<file path="src/rtl/slot_sequencer.sv">
// Slot sequencer: walks SLOTS packed opcodes per fetched instruction word and
// drives registered datapath strobes, mux selects, memory handshake and IO control.
module slot_sequencer #(
   parameter int SLOTS         = 4,
   parameter int SLOTW         = 2,
   parameter bit MEM_WAIT      = 1'b1,
   parameter bit FLUSH_ON_JUMP = 1'b1
) (
   input  logic             clock,
   input  logic             reset,
   input  logic [3:0]       insn,
   input  logic             accz,
   input  logic             accn,
   input  logic             iobusy,
   input  logic             mem_ready,
   output logic             mem_read,
   output logic             mem_write,
   output logic             ir_write,
   output logic             ip_write,
   output logic             acc_write,
   output logic             seladdr,
   output logic [1:0]       selacc,
   output logic             selswap,
   output logic             doswap,
   output logic             selip1,
   output logic             selip2,
   output logic [1:0]       aluinsn,
   output logic [SLOTW-1:0] curslot,
   output logic             runio,
   output logic             halted
);

   typedef enum logic [2:0] {
      S_FETCH, S_FWAIT, S_LATCH, S_DECODE, S_MWAIT, S_IOWAIT, S_NEXT, S_HALT
   } state_t;

   typedef enum logic [3:0] {
      OP_NOP     = 4'd0,  OP_SYSCALL = 4'd1,  OP_LOAD  = 4'd2,  OP_STORE = 4'd3,
      OP_SWAPA   = 4'd4,  OP_SWAPD   = 4'd5,  OP_BRZ   = 4'd6,  OP_BRN   = 4'd7,
      OP_JUMP    = 4'd8,  OP_CONST   = 4'd9,  OP_ADD   = 4'd10, OP_SUB   = 4'd11,
      OP_MUL     = 4'd12, OP_DIV     = 4'd13
   } opcode_t;

   state_t state;
   logic   ready;
   logic   acc_on_done;   // LOAD/CONST: pulse acc_write when memory completes
   logic   ip_on_done;    // CONST: also step IP past the literal word
   logic   io_first;
   logic   taken;
   logic   last_slot;

   assign ready     = mem_ready | ~MEM_WAIT;
   assign last_slot = (curslot == SLOTW'(SLOTS - 1));

   // NOTE: non-blocking assignments only; every output is a flop, so the
   // datapath never sees decode glitches and mem_ready has no comb path out.
   always_ff @(posedge clock or negedge reset) begin
      if (!reset) begin
         state       <= S_FETCH;
         mem_read    <= 1'b0;
         mem_write   <= 1'b0;
         ir_write    <= 1'b0;
         ip_write    <= 1'b0;
         acc_write   <= 1'b0;
         seladdr     <= 1'b0;
         selacc      <= 2'd0;
         selswap     <= 1'b0;
         doswap      <= 1'b0;
         selip1      <= 1'b0;
         selip2      <= 1'b0;
         aluinsn     <= 2'd0;
         curslot     <= '0;
         runio       <= 1'b0;
         halted      <= 1'b0;
         acc_on_done <= 1'b0;
         ip_on_done  <= 1'b0;
         io_first    <= 1'b0;
         taken       <= 1'b0;
      end else begin
         case (state)
            S_FETCH: begin
               mem_read <= 1'b1;
               seladdr  <= 1'b0;
               curslot  <= '0;
               state    <= S_FWAIT;
            end
            S_FWAIT: begin
               if (ready) begin
                  mem_read <= 1'b0;
                  ir_write <= 1'b1;
                  ip_write <= 1'b1;
                  selip1   <= 1'b0;
                  state    <= S_LATCH;
               end
            end
            S_LATCH: begin
               ir_write <= 1'b0;
               ip_write <= 1'b0;
               state    <= S_DECODE;
            end
            S_DECODE: begin
               taken       <= 1'b0;
               acc_on_done <= 1'b0;
               ip_on_done  <= 1'b0;
               state       <= S_NEXT;
               case (opcode_t'(insn))
                  OP_NOP: state <= S_NEXT;
                  OP_SYSCALL: begin
                     runio    <= 1'b1;
                     selacc   <= 2'd1;
                     io_first <= 1'b1;
                     state    <= S_IOWAIT;
                  end
                  OP_LOAD: begin
                     mem_read    <= 1'b1;
                     seladdr     <= 1'b1;
                     selacc      <= 2'd0;
                     acc_on_done <= 1'b1;
                     state       <= S_MWAIT;
                  end
                  OP_STORE: begin
                     mem_write <= 1'b1;
                     seladdr   <= 1'b1;
                     state     <= S_MWAIT;
                  end
                  OP_CONST: begin
                     mem_read    <= 1'b1;
                     seladdr     <= 1'b0;
                     selacc      <= 2'd0;
                     acc_on_done <= 1'b1;
                     ip_on_done  <= 1'b1;
                     state       <= S_MWAIT;
                  end
                  OP_SWAPA, OP_SWAPD: begin
                     acc_write <= 1'b1;
                     selacc    <= 2'd2;
                     doswap    <= 1'b1;
                     selswap   <= (insn == OP_SWAPD);
                  end
                  OP_BRZ, OP_BRN: begin
                     if ((insn == OP_BRZ && accz) || (insn == OP_BRN && accn)) begin
                        ip_write <= 1'b1;
                        selip1   <= 1'b1;
                        selip2   <= 1'b0;
                        taken    <= 1'b1;
                     end
                  end
                  OP_JUMP: begin
                     ip_write <= 1'b1;
                     selip1   <= 1'b1;
                     selip2   <= 1'b1;
                     taken    <= 1'b1;
                  end
                  OP_ADD, OP_SUB, OP_MUL, OP_DIV: begin
                     aluinsn   <= 2'(insn - 4'd10);
                     acc_write <= 1'b1;
                     selacc    <= 2'd3;
                  end
                  default: begin
                     halted    <= 1'b1;
                     mem_read  <= 1'b0;
                     mem_write <= 1'b0;
                     ir_write  <= 1'b0;
                     ip_write  <= 1'b0;
                     acc_write <= 1'b0;
                     doswap    <= 1'b0;
                     runio     <= 1'b0;
                     state     <= S_HALT;
                  end
               endcase
            end
            S_MWAIT: begin
               if (ready) begin
                  mem_read  <= 1'b0;
                  mem_write <= 1'b0;
                  if (acc_on_done) acc_write <= 1'b1;
                  if (ip_on_done) begin
                     ip_write <= 1'b1;
                     selip1   <= 1'b0;
                  end
                  state <= S_NEXT;
               end
            end
            S_IOWAIT: begin
               // The IO unit needs a cycle to raise iobusy after runio goes high.
               io_first <= 1'b0;
               if (!io_first && !iobusy) begin
                  runio     <= 1'b0;
                  acc_write <= 1'b1;
                  selacc    <= 2'd1;
                  state     <= S_NEXT;
               end
            end
            S_NEXT: begin
               mem_read  <= 1'b0;
               mem_write <= 1'b0;
               ir_write  <= 1'b0;
               ip_write  <= 1'b0;
               acc_write <= 1'b0;
               doswap    <= 1'b0;
               if (last_slot || (FLUSH_ON_JUMP && taken)) begin
                  state <= S_FETCH;
               end else begin
                  curslot <= curslot + SLOTW'(1);
                  state   <= S_DECODE;
               end
            end
            S_HALT:  state <= S_HALT;
            default: state <= S_HALT;
         endcase
      end
   end

endmodule

</file>
<file path="config.mk">
export PLATFORM = sky130hd
export DESIGN_NAME = slot_sequencer
export DESIGN_NICKNAME = d
export VERILOG_FILES = /design/src/rtl/slot_sequencer.sv
export SDC_FILE = /design/constraint.sdc
export NUM_CORES = 1
export LEC_CHECK = 0
export ABC_AREA = 1
export CORE_MARGIN = 4
export CORE_UTILIZATION = 50
export DETAILED_ROUTE_END_ITERATION = 8
export PLACE_DENSITY = 0.79
export SYNTH_ARGS = -nofsm -noshare
export SYNTH_HDL_FRONTEND = slang
export SYNTH_SLANG_ARGS = --single-unit
</file>
<file path="constraint.sdc">
create_clock -name clock -period 1.5 [get_ports clock]
set_input_delay 0.3 -clock clock [delete_from_list [all_inputs] [get_ports clock]]
set_output_delay 0.3 -clock clock [all_outputs]
set_load 0.03 [all_outputs]
</file>
==> results.yml, run 1 <==
routing:
  drt_iter0_markers: 109
  drc_errors: 0
  dr.pass1.iters: 4
  ant_nets: 0
  vias: 1543
  via_per_inst: 5.213
  met2_length_mm: 1.641
  wl_per_cell_um: 12.20
  route.met3.wl_um: 219
  drt-met1-wl_mm: 1.660
  dr.max_layer_used: "met4"
  drt_wl_total_mm: 3.611
floorplan:
  die-area_sq_um: 4013
  ioPinCount: 28
  die_y_um: 63.35
  start_util: 0.5368
  core_sq_um: 2853
  rows: 19
  die_w_um: 63.35
global_routing:
  grt_max_degree: 26
  grt-ovfl-total: 0
  grt_pass1_vias: 1419
  grt_pass1_wl_mm: 6.341
  antenna_found_initial: 0
  grt_use_total: 0.1955
timing:
  tns_ns: 0
  clock_skew_ns: 0.005286
  fin_crit_sh: 0.9665
  period_needed_ns: 1.450
  tightest_slew_ns: 0.3220
  hold_ws_ns: 0.3120
  hold_viol: 0
  final_max_slew_viol_count: 0
  fmax_ghz: 0.6898
  rsz0062_at_grt: "yes"
  setup_viol_count_final: 0
  relSlewSlack: 0.7853
placed_design:
  dp_cells: 292
  place_congestion: 0.8791
  dp_hpwl_mm: 2.841
  io_buffers: 27
clock_network:
  htreeDepth: 1
  cts_tree: "done"
  path_clk_slew_ns: 0.14
  cts.sink_count: 25
  post-cts-setup-buffer-count: 0
  hold_buffers: 0
  cts_made_buffers: 3
  cts_buffer_depth: 2
  cts-root-buf: "clkbuf_4"
  clock_latency_ns: 0.33
final_layout:
  nets: 277
  fill_cells: 256
  area_growth_pct: 30.80
  register_area_sq_um: 628.1
  layout-drive-gt1-share: 0.1887
  final-instance-count-excl-fill: 296
  num_antenna_cells: 0
  multi_input_area_sq_um: 785.8
yosys:
  ys_warn_count: 0
  synth_fp_nets: 225
  syn-instance-count: 214
  synth_area_leaders: "dfrtp_1, nand2_1, nand3_1"
  yosysTopAreaCellShare: 0.4085
  yosysSeqAreaShare: 0.4085
  ys_types: 21
  syn_area_per_cell_sq_um: 7.156
  synth_seq_cells: 25
  syn-cell-area_sq_um: 1531
  synth_largest_area_cell: "dfrtp_1"
critical_path:
  required_ns: 1.20
  r2r_slack_ns: 0.10
  worst_path_largest_cell_delay_ns: 0.41
  arrival_ns: 1.15
  slowest_stage: "dfrtp_1"
  startpoint_type: "register"
  path_cells: "dlygate4sd2_1"
  crit_family: "flip-flops"
  cp_max_fo: 4
  critPathCaptureType: "primary output"
  criticalPathCategory: "reg2out"
  path_buf_inv: 1
status:
  status: "completed"
power:
  power_mw: 3.901
  power.leakage_nw: 1.155
  power_per_cell_area_nw_per_um2: 1948
  vdd_drop_max_mv: 1.174
job:
  maxCapViolations: 0
min_path:
  hold_path.class: "in2async"
==> worst paths after layout <==
check / startpoint / to / cells past startpoint
max: curslot[0] / curslot[0] / 1
min: reset / curslot[0] / 2
max reg2reg: register / selip1 / 8
min reg2reg: halted / halted / 2
max in group asynchronous: reset / async pin / 2
min in group clock: halted / halted / 2
==> per-stage QoR <==
stage	util	area (sq um)	setup WS, ns
global route	0.7022	2003	-0.02105
detailed placement	0.6925	1976	-0.3320
finish	0.7022	2003	0.05027
global placement	0.6925	1976	-0.3185
CTS	0.6943	1981	0.02570
floorplan	-	1531	0.2694
==> registers in the layout (all words and copies together), names as in the netlist, 2 cells and up, named ones only <==
| register | cells |
|---|---|
| aluinsn | 2 |
| state | 2 |
| selacc | 2 |
| curslot | 2 |
==> routing by layer <==
metal / vias to the layer above / GRT usage
met1: 687 / 0.2713
met5: - / 0
met3: 9 / 0.03552
met4: 0 / 0.07817
met2: 55 / 0.2999
li1: 792 / -
==> where the power goes <==
part	internal, mW	total (mW)	switching, mW	leakage (nW)
clock	0.100	0.315	0.214	0.0177
combinational	0.906	2.41	1.51	0.822
sequential	0.963	1.17	0.210	0.315
==> layout by cell type (no fill, tap or decap) <==
| cell | n |
|---|---|
| a21oi_1 | 3 |
| a31oi_1 | 1 |
| buf_4 | 26 |
| clkbuf_4 | 3 |
| clkdlybuf4s50_1 | 7 |
| clkinv_2 | 1 |
| dfrtp_1 | 23 |
| dfrtp_2 | 2 |
| dlygate4sd2_1 | 18 |
| dlymetal6s2s_1 | 2 |
| ha_1 | 1 |
| inv_1 | 19 |
| inv_2 | 1 |
| nand2_1 | 63 |
| nand2_2 | 2 |
| nand2_4 | 1 |
| nand3_1 | 28 |
| nand3_2 | 4 |
| nand4_1 | 1 |
| nor2_1 | 27 |
| nor2_2 | 4 |
| nor2_4 | 2 |
| nor2_8 | 1 |
| nor3_1 | 2 |
| o21ai_0 | 18 |
| o21ai_1 | 2 |
| o21ai_2 | 3 |
==> what timing repair did <==
item / 4_1_cts / 5_1_grt
endpoints found under the hold margin: 0 / 0
pin swaps: 0 / 1
gates resized for setup: 18 / 10
endpoints found under the setup margin: 18 / 16
==> worst register-to-register path, stage by stage, from the launching register on <==
cell and delay (ns):
dfrtp_2 0.50, inv_2 0.12, nand3_2 0.19, nand3_1 0.17, nand2_1 0.06, nor2_1 0.08
nand2_1 0.07, nand2_1 0.06, nand2_1 0.05
==> logic make-up after synthesis <==
| kind of cell | synth area share |
|---|---|
| AOI/OAI and AO/OA | 0.09640 |
| buffers and inverters | 0.08823 |
| DFF | 0.4085 |
| and+or+nand+nor | 0.3987 |
| adders and majority gates | 0.008169 |
==> synth_stat cells, drive strengths merged <==
| cell type | number |
|---|---|
| nand4 | 1 |
| nand2 | 66 |
| inv | 20 |
| ha | 1 |
| dfrtp | 25 |
| nand3 | 32 |
| a21oi | 3 |
| buf | 6 |
| nor2 | 34 |
| a31oi | 1 |
| o21ai | 23 |
| nor3 | 2 |
==> cell type report <==
cell class              instances  share of cell area
multi-input cells             163              0.3923
clock inverters                 1            0.002498
repair buffers                 53              0.2236
clock buffers                   3             0.01124
inverters                      20             0.03748
flip-flops and latches         25              0.3136
well taps                      31             0.01936
No activity file was read; power rests on OpenSTA's default activity.
==> inputs of run 2 (changes only) <==
Settings changed: CORE_UTILIZATION 50 to 40, PLACE_DENSITY 0.79 to 0.66.
==> run 2 against run 1 <==
Clock-buffer cell count up 1. Via count shrank 3.2%. Clock skew is essentially flat. Worst setup slack improved by 0.076 ns. Sequential power barely moved. First-iteration DRC count down 33%. Combinational power increased by 3%. Cell count is 6.4% higher. Die area rose by 22%. Critical path depth did not move. Highest routed layer unchanged.
==> results.yml, run 2 (synthesized netlist as in run 1, its figures left out) <==
floorplan:
  core_sq_um: 3689
  start_util: 0.4152
  die_y_um: 69.88
  die_w_um: 69.88
  rows: 22
  die-area_sq_um: 4883
  ioPinCount: 28
critical_path:
  path_cells: "dlygate4sd2_1"
  rr_startpoint: "state[1]"
  criticalPathCategory: "reg2out"
  cp_max_fo: 4
  path_buf_inv: 1
  required_ns: 1.20
  arrival_ns: 1.07
  slowest_stage: "dlygate4sd2_1"
  startpoint_type: "register"
  crit_family: "buffers and inverters"
  critPathCaptureType: "primary output"
  cp-startpoint: "curslot[0]"
  r2r_slack_ns: 0.13
  worst_path_largest_cell_delay_ns: 0.41
timing:
  tns_ns: 0
  hold_viol: 0
  relSlewSlack: 0.7856
  setup_viol_count_final: 0
  final_max_slew_viol_count: 0
  period_needed_ns: 1.374
  tightest_slew_ns: 0.3216
  worst_slack_ns: 0.1262
  fin_crit_sh: 0.9159
  clock_skew_ns: 0.004826
  fmax_ghz: 0.7279
placed_design:
  place_congestion: 0.8660
  io_buffers: 27
  postPlaceCellArea_sq_um: 2037
  placement.setup.worst_slack_ns: -0.2440
  dp_hpwl_mm: 2.869
clock_network:
  path_clk_slew_ns: 0.09
  cts.sink_count: 25
  post-cts-setup-buffer-count: 0
  cts-root-buf: "clkbuf_8"
  cts_buffer_depth: 2
  cts_made_buffers: 3
  cts_tree: "done"
  clock_latency_ns: 0.27
  hold_buffers: 0
  htreeDepth: 1
global_routing:
  use_met3: 0.01583
  grt_use_total: 0.1567
  grt-ovfl-total: 0
  use_met1: 0.2106
  grt_pass1_vias: 1436
  antenna_found_initial: 0
  grt_max_degree: 26
  grt.busiest_layer: "met2"
  met2_usage: 0.2665
  grt_pass1_wl_mm: 6.341
min_path:
  hold_path.class: "in2async"
final_layout:
  fin_area_sq_um: 2090
  area_growth_pct: 36.44
  final_cell_mix: "nand2_1, nand3_1, nor2_1"
  post-route-util: 0.5665
  layout-drive-gt1-share: 0.1910
  num_antenna_cells: 0
  final_common_cell: "nand2_1"
  nets: 279
power:
  power_per_cell_area_nw_per_um2: 1944
  power_mw: 4.062
  power.leakage_nw: 1.194
  vdd_drop_max_mv: 0.7555
routing:
  drt_iter0_markers: 73
  drc_errors: 0
  drt_wl_total_mm: 3.615
  via_per_inst: 4.740
  dr.pass1.iters: 6
  ant_nets: 0
  vias: 1493
  wl_per_cell_um: 11.48
job:
  maxCapViolations: 0
status:
  status: "completed"
-- run 2: cell types whose count changed in the layout (fill, tap and decap cells not counted), moves of 2 or more --
cell             previous run  this run
o21ai_0                    18        16
o21ai_1                     2         4
clkbuf_8                    0         3
nand3_2                     4         2
buf_12                      0         2
dlymetal6s2s_1              2         4
clkbuf_4                    3         0
clkdlybuf4s50_1             7         5
-- run 2: final timing paths --
check | to | cells after the start
setup / recovery | curslot[0] | 1
setup reg to reg | selip1 | 9
hold reg to reg | halted | 2
max in group asynchronous | async pin | 2
min in group clock | halted | 2
hold / removal | ir_write | 2
-- run 2: final cells by class --
type	count	area, sq um
timing repair buffer	55	493.0
inverter	20	75.07
tap	48	60.06
sequential	25	628.1
fill	384	1599
clock buffer	4	45.04
multi-input combinational	163	788.3
-- run 2: repair_timing --
action,CTS,global route
endpoints found under the setup margin,18,13
pin swaps,0,1
resized for setup,18,15
hold endpoints to repair,0,0
-- run 2: per-layer routing --
metal	wire length (um)	part of all wire
met1	1825	0.50
met2	1645	0.46
met3	103	0.028
met4	40	0.011
met5	0	0
-- run 2: power by group --
| group | internal (mW) | leakage, nW | switching [mW] |
|---|---|---|---|
| logic | 0.980 | 0.857 | 1.50 |
| clock network | 0.190 | 0.0228 | 0.215 |
| registers | 0.965 | 0.315 | 0.217 |
-- run 2: through the flow --
step | hold WS (ns) | cells
after floorplan | 0.004409 | 214
after global placement | 0.4471 | 311
after detailed placement | 0.4560 | 311
after CTS | 0.4125 | 315
after global routing | 0.4337 | 315
final | 0.3923 | 315
==> inputs of run 3 (changes only) <==
Settings changed: CELL_PAD_IN_SITES_DETAIL_PLACEMENT set to 1, CELL_PAD_IN_SITES_GLOBAL_PLACEMENT set to 1, CORE_UTILIZATION 40 to 37, PLACE_DENSITY 0.66 to 0.81.
==> run 3 against run 2 <==
Power up 5.3%. Via count up 8.7%. Combinational power up 8.1%. Clock-buffer cell count unchanged. First-iteration DRC count down 29%. Non-clock buffer count up 5.
==> results.yml, run 3 (synthesized netlist as in run 1, its figures left out) <==
clock_network:
  htreeDepth: 1
  clock_latency_ns: 0.27
  cts_buffer_depth: 2
  hold_buffers: 0
  path_clk_slew_ns: 0.09
  cts_made_buffers: 3
  cts.sink_count: 25
  cts_tree: "done"
  cts-root-buf: "clkbuf_8"
routing:
  drt_wl_total_mm: 4.756
  wl_per_cell_um: 14.72
  vias: 1623
  dr.pass1.iters: 4
  via_per_inst: 5.025
  ant_nets: 0
  drc_errors: 0
  drt_iter0_markers: 52
critical_path:
  path_cells: "buf_12, inv_1, nand3_1, buf_4, nand3_1, nor2_1, o21ai_1, nand2_1"
  required_ns: 1.67
  cp-startpoint: "state[0]"
  arrival_ns: 1.57
  criticalPathCategory: "reg2reg"
  r2r_slack_ns: 0.09
  cpMostUsedCell: "nand3_1"
  r2r_end: "mem_read"
  reg2regPathDepth: 8
  rr_startpoint: "state[0]"
  crit_path_end: "mem_read"
  worst_path_largest_cell_delay_ns: 0.40
  critPathCaptureType: "register"
  startpoint_type: "register"
  cp_max_fo: 8
  slowest_stage: "dfrtp_1"
final_layout:
  final_cell_mix: "nand2_1, buf_4, nor2_1, nand3_1, dfrtp_1"
  final_common_cell: "nand2_1"
  area_growth_pct: 38.56
  fill_cells: 517
  register_area_sq_um: 628.1
  layout-drive-gt1-share: 0.2015
  nets: 285
  multi_input_area_sq_um: 797.0
  num_antenna_cells: 0
power:
  power.leakage_nw: 1.211
  power_mw: 4.278
  vdd_drop_max_mv: 0.8098
  power_per_cell_area_nw_per_um2: 2016
floorplan:
  die_w_um: 72.34
  rows: 23
  core_sq_um: 4000
  die_y_um: 72.34
  start_util: 0.3829
  ioPinCount: 28
  die-area_sq_um: 5232
placed_design:
  place_congestion: 0.8710
  dp_hpwl_mm: 3.731
  io_buffers: 27
global_routing:
  grt-ovfl-total: 0
  grt_pass1_vias: 1742
  grt_use_total: 0.1924
  grt_pass1_wl_mm: 7.831
  grt_max_degree: 26
  antenna_found_initial: 0
timing:
  period_needed_ns: 1.407
  hold_viol: 0
  fmax_ghz: 0.7109
  tightest_slew_ns: 0.3365
  final_max_slew_viol_count: 0
  relSlewSlack: 0.7757
  rsz0062_at_grt: "yes"
  hold_ws_ns: 0.3920
  fin_crit_sh: 0.9378
  clock_skew_ns: 0.0007765
  setup_viol_count_final: 0
min_path:
  hold_path.class: "in2async"
job:
  maxCapViolations: 0
status:
  status: "completed"
-- run 3: cell types whose count changed in the layout (fill, tap and decap cells not counted), sizes merged --
| cell | previous run | this run |
|---|---|---|
| buf | 28 | 33 |
| dlygate4sd2 | 18 | 19 |
| dlymetal6s2s | 4 | 3 |
| nor2 | 34 | 35 |
-- run 3: timing repair --
| action | CTS | global route |
|---|---|---|
| cloned | 0 | 1 |
| endpoints found under the setup margin | 22 | 15 |
| hold endpoints to repair | 0 | 0 |
| setup buffers | 0 | 1 |
| pin swaps | 0 | 2 |
| resized for setup | 21 | 7 |
-- run 3: cell type report --
type	count	area share
timing repair buffer	60	0.2423
clock buffer	4	0.02123
inverter	20	0.03538
multi-input combinational	164	0.3756
tap	50	0.02948
sequential	25	0.2960
-- run 3: power breakdown --
part	internal, mW	switching (mW)
Combinational	1.01	1.66
Clock	0.191	0.220
Sequential	0.966	0.226
-- run 3: stage by stage --
step,worst slack (ns),instances,instance area [sq um],TNS [ns],utilization
detailed placement,-0.3288,317,2057,-4.696,0.5142
global route,0.002042,323,2122,0,0.5305
global placement,-0.2720,317,2057,-3.553,0.5142
finish,0.09337,323,2122,0,0.5305
floorplan,0.2694,214,1531,0,-
CTS,0.004343,321,2082,0,0.5205
-- run 3: how the worst min path moves through the flow --
stage / start / endpoint / slack, ns / cells after the start
after global placement: halted / halted / 0.45 / 2
after detailed placement: halted / halted / 0.46 / 2
final: reset / seladdr / 0.39 / 2
after global routing: reset / seladdr / 0.44 / 2
after CTS: reset / halted / 0.40 / 2
after floorplan: reset / async pin / 0.004 / 0
-- run 3: per-layer routing --
metal / track usage / vias to the layer above / share of wire
li1: - / 807 / -
met1: 0.2351 / 775 / 0.46
met2: 0.3397 / 34 / 0.49
met3: 0.02909 / 7 / 0.035
met4: 0.07098 / 0 / 0.019
met5: 0 / - / 0
-- run 3: worst max-delay path: cells and delay by family (launching register included) --
family / cells / cell delay, ns
flops: 1 / 0.40
buf+inv: 3 / 0.38
simple gates: 4 / 0.38
compound gates: 1 / 0.13
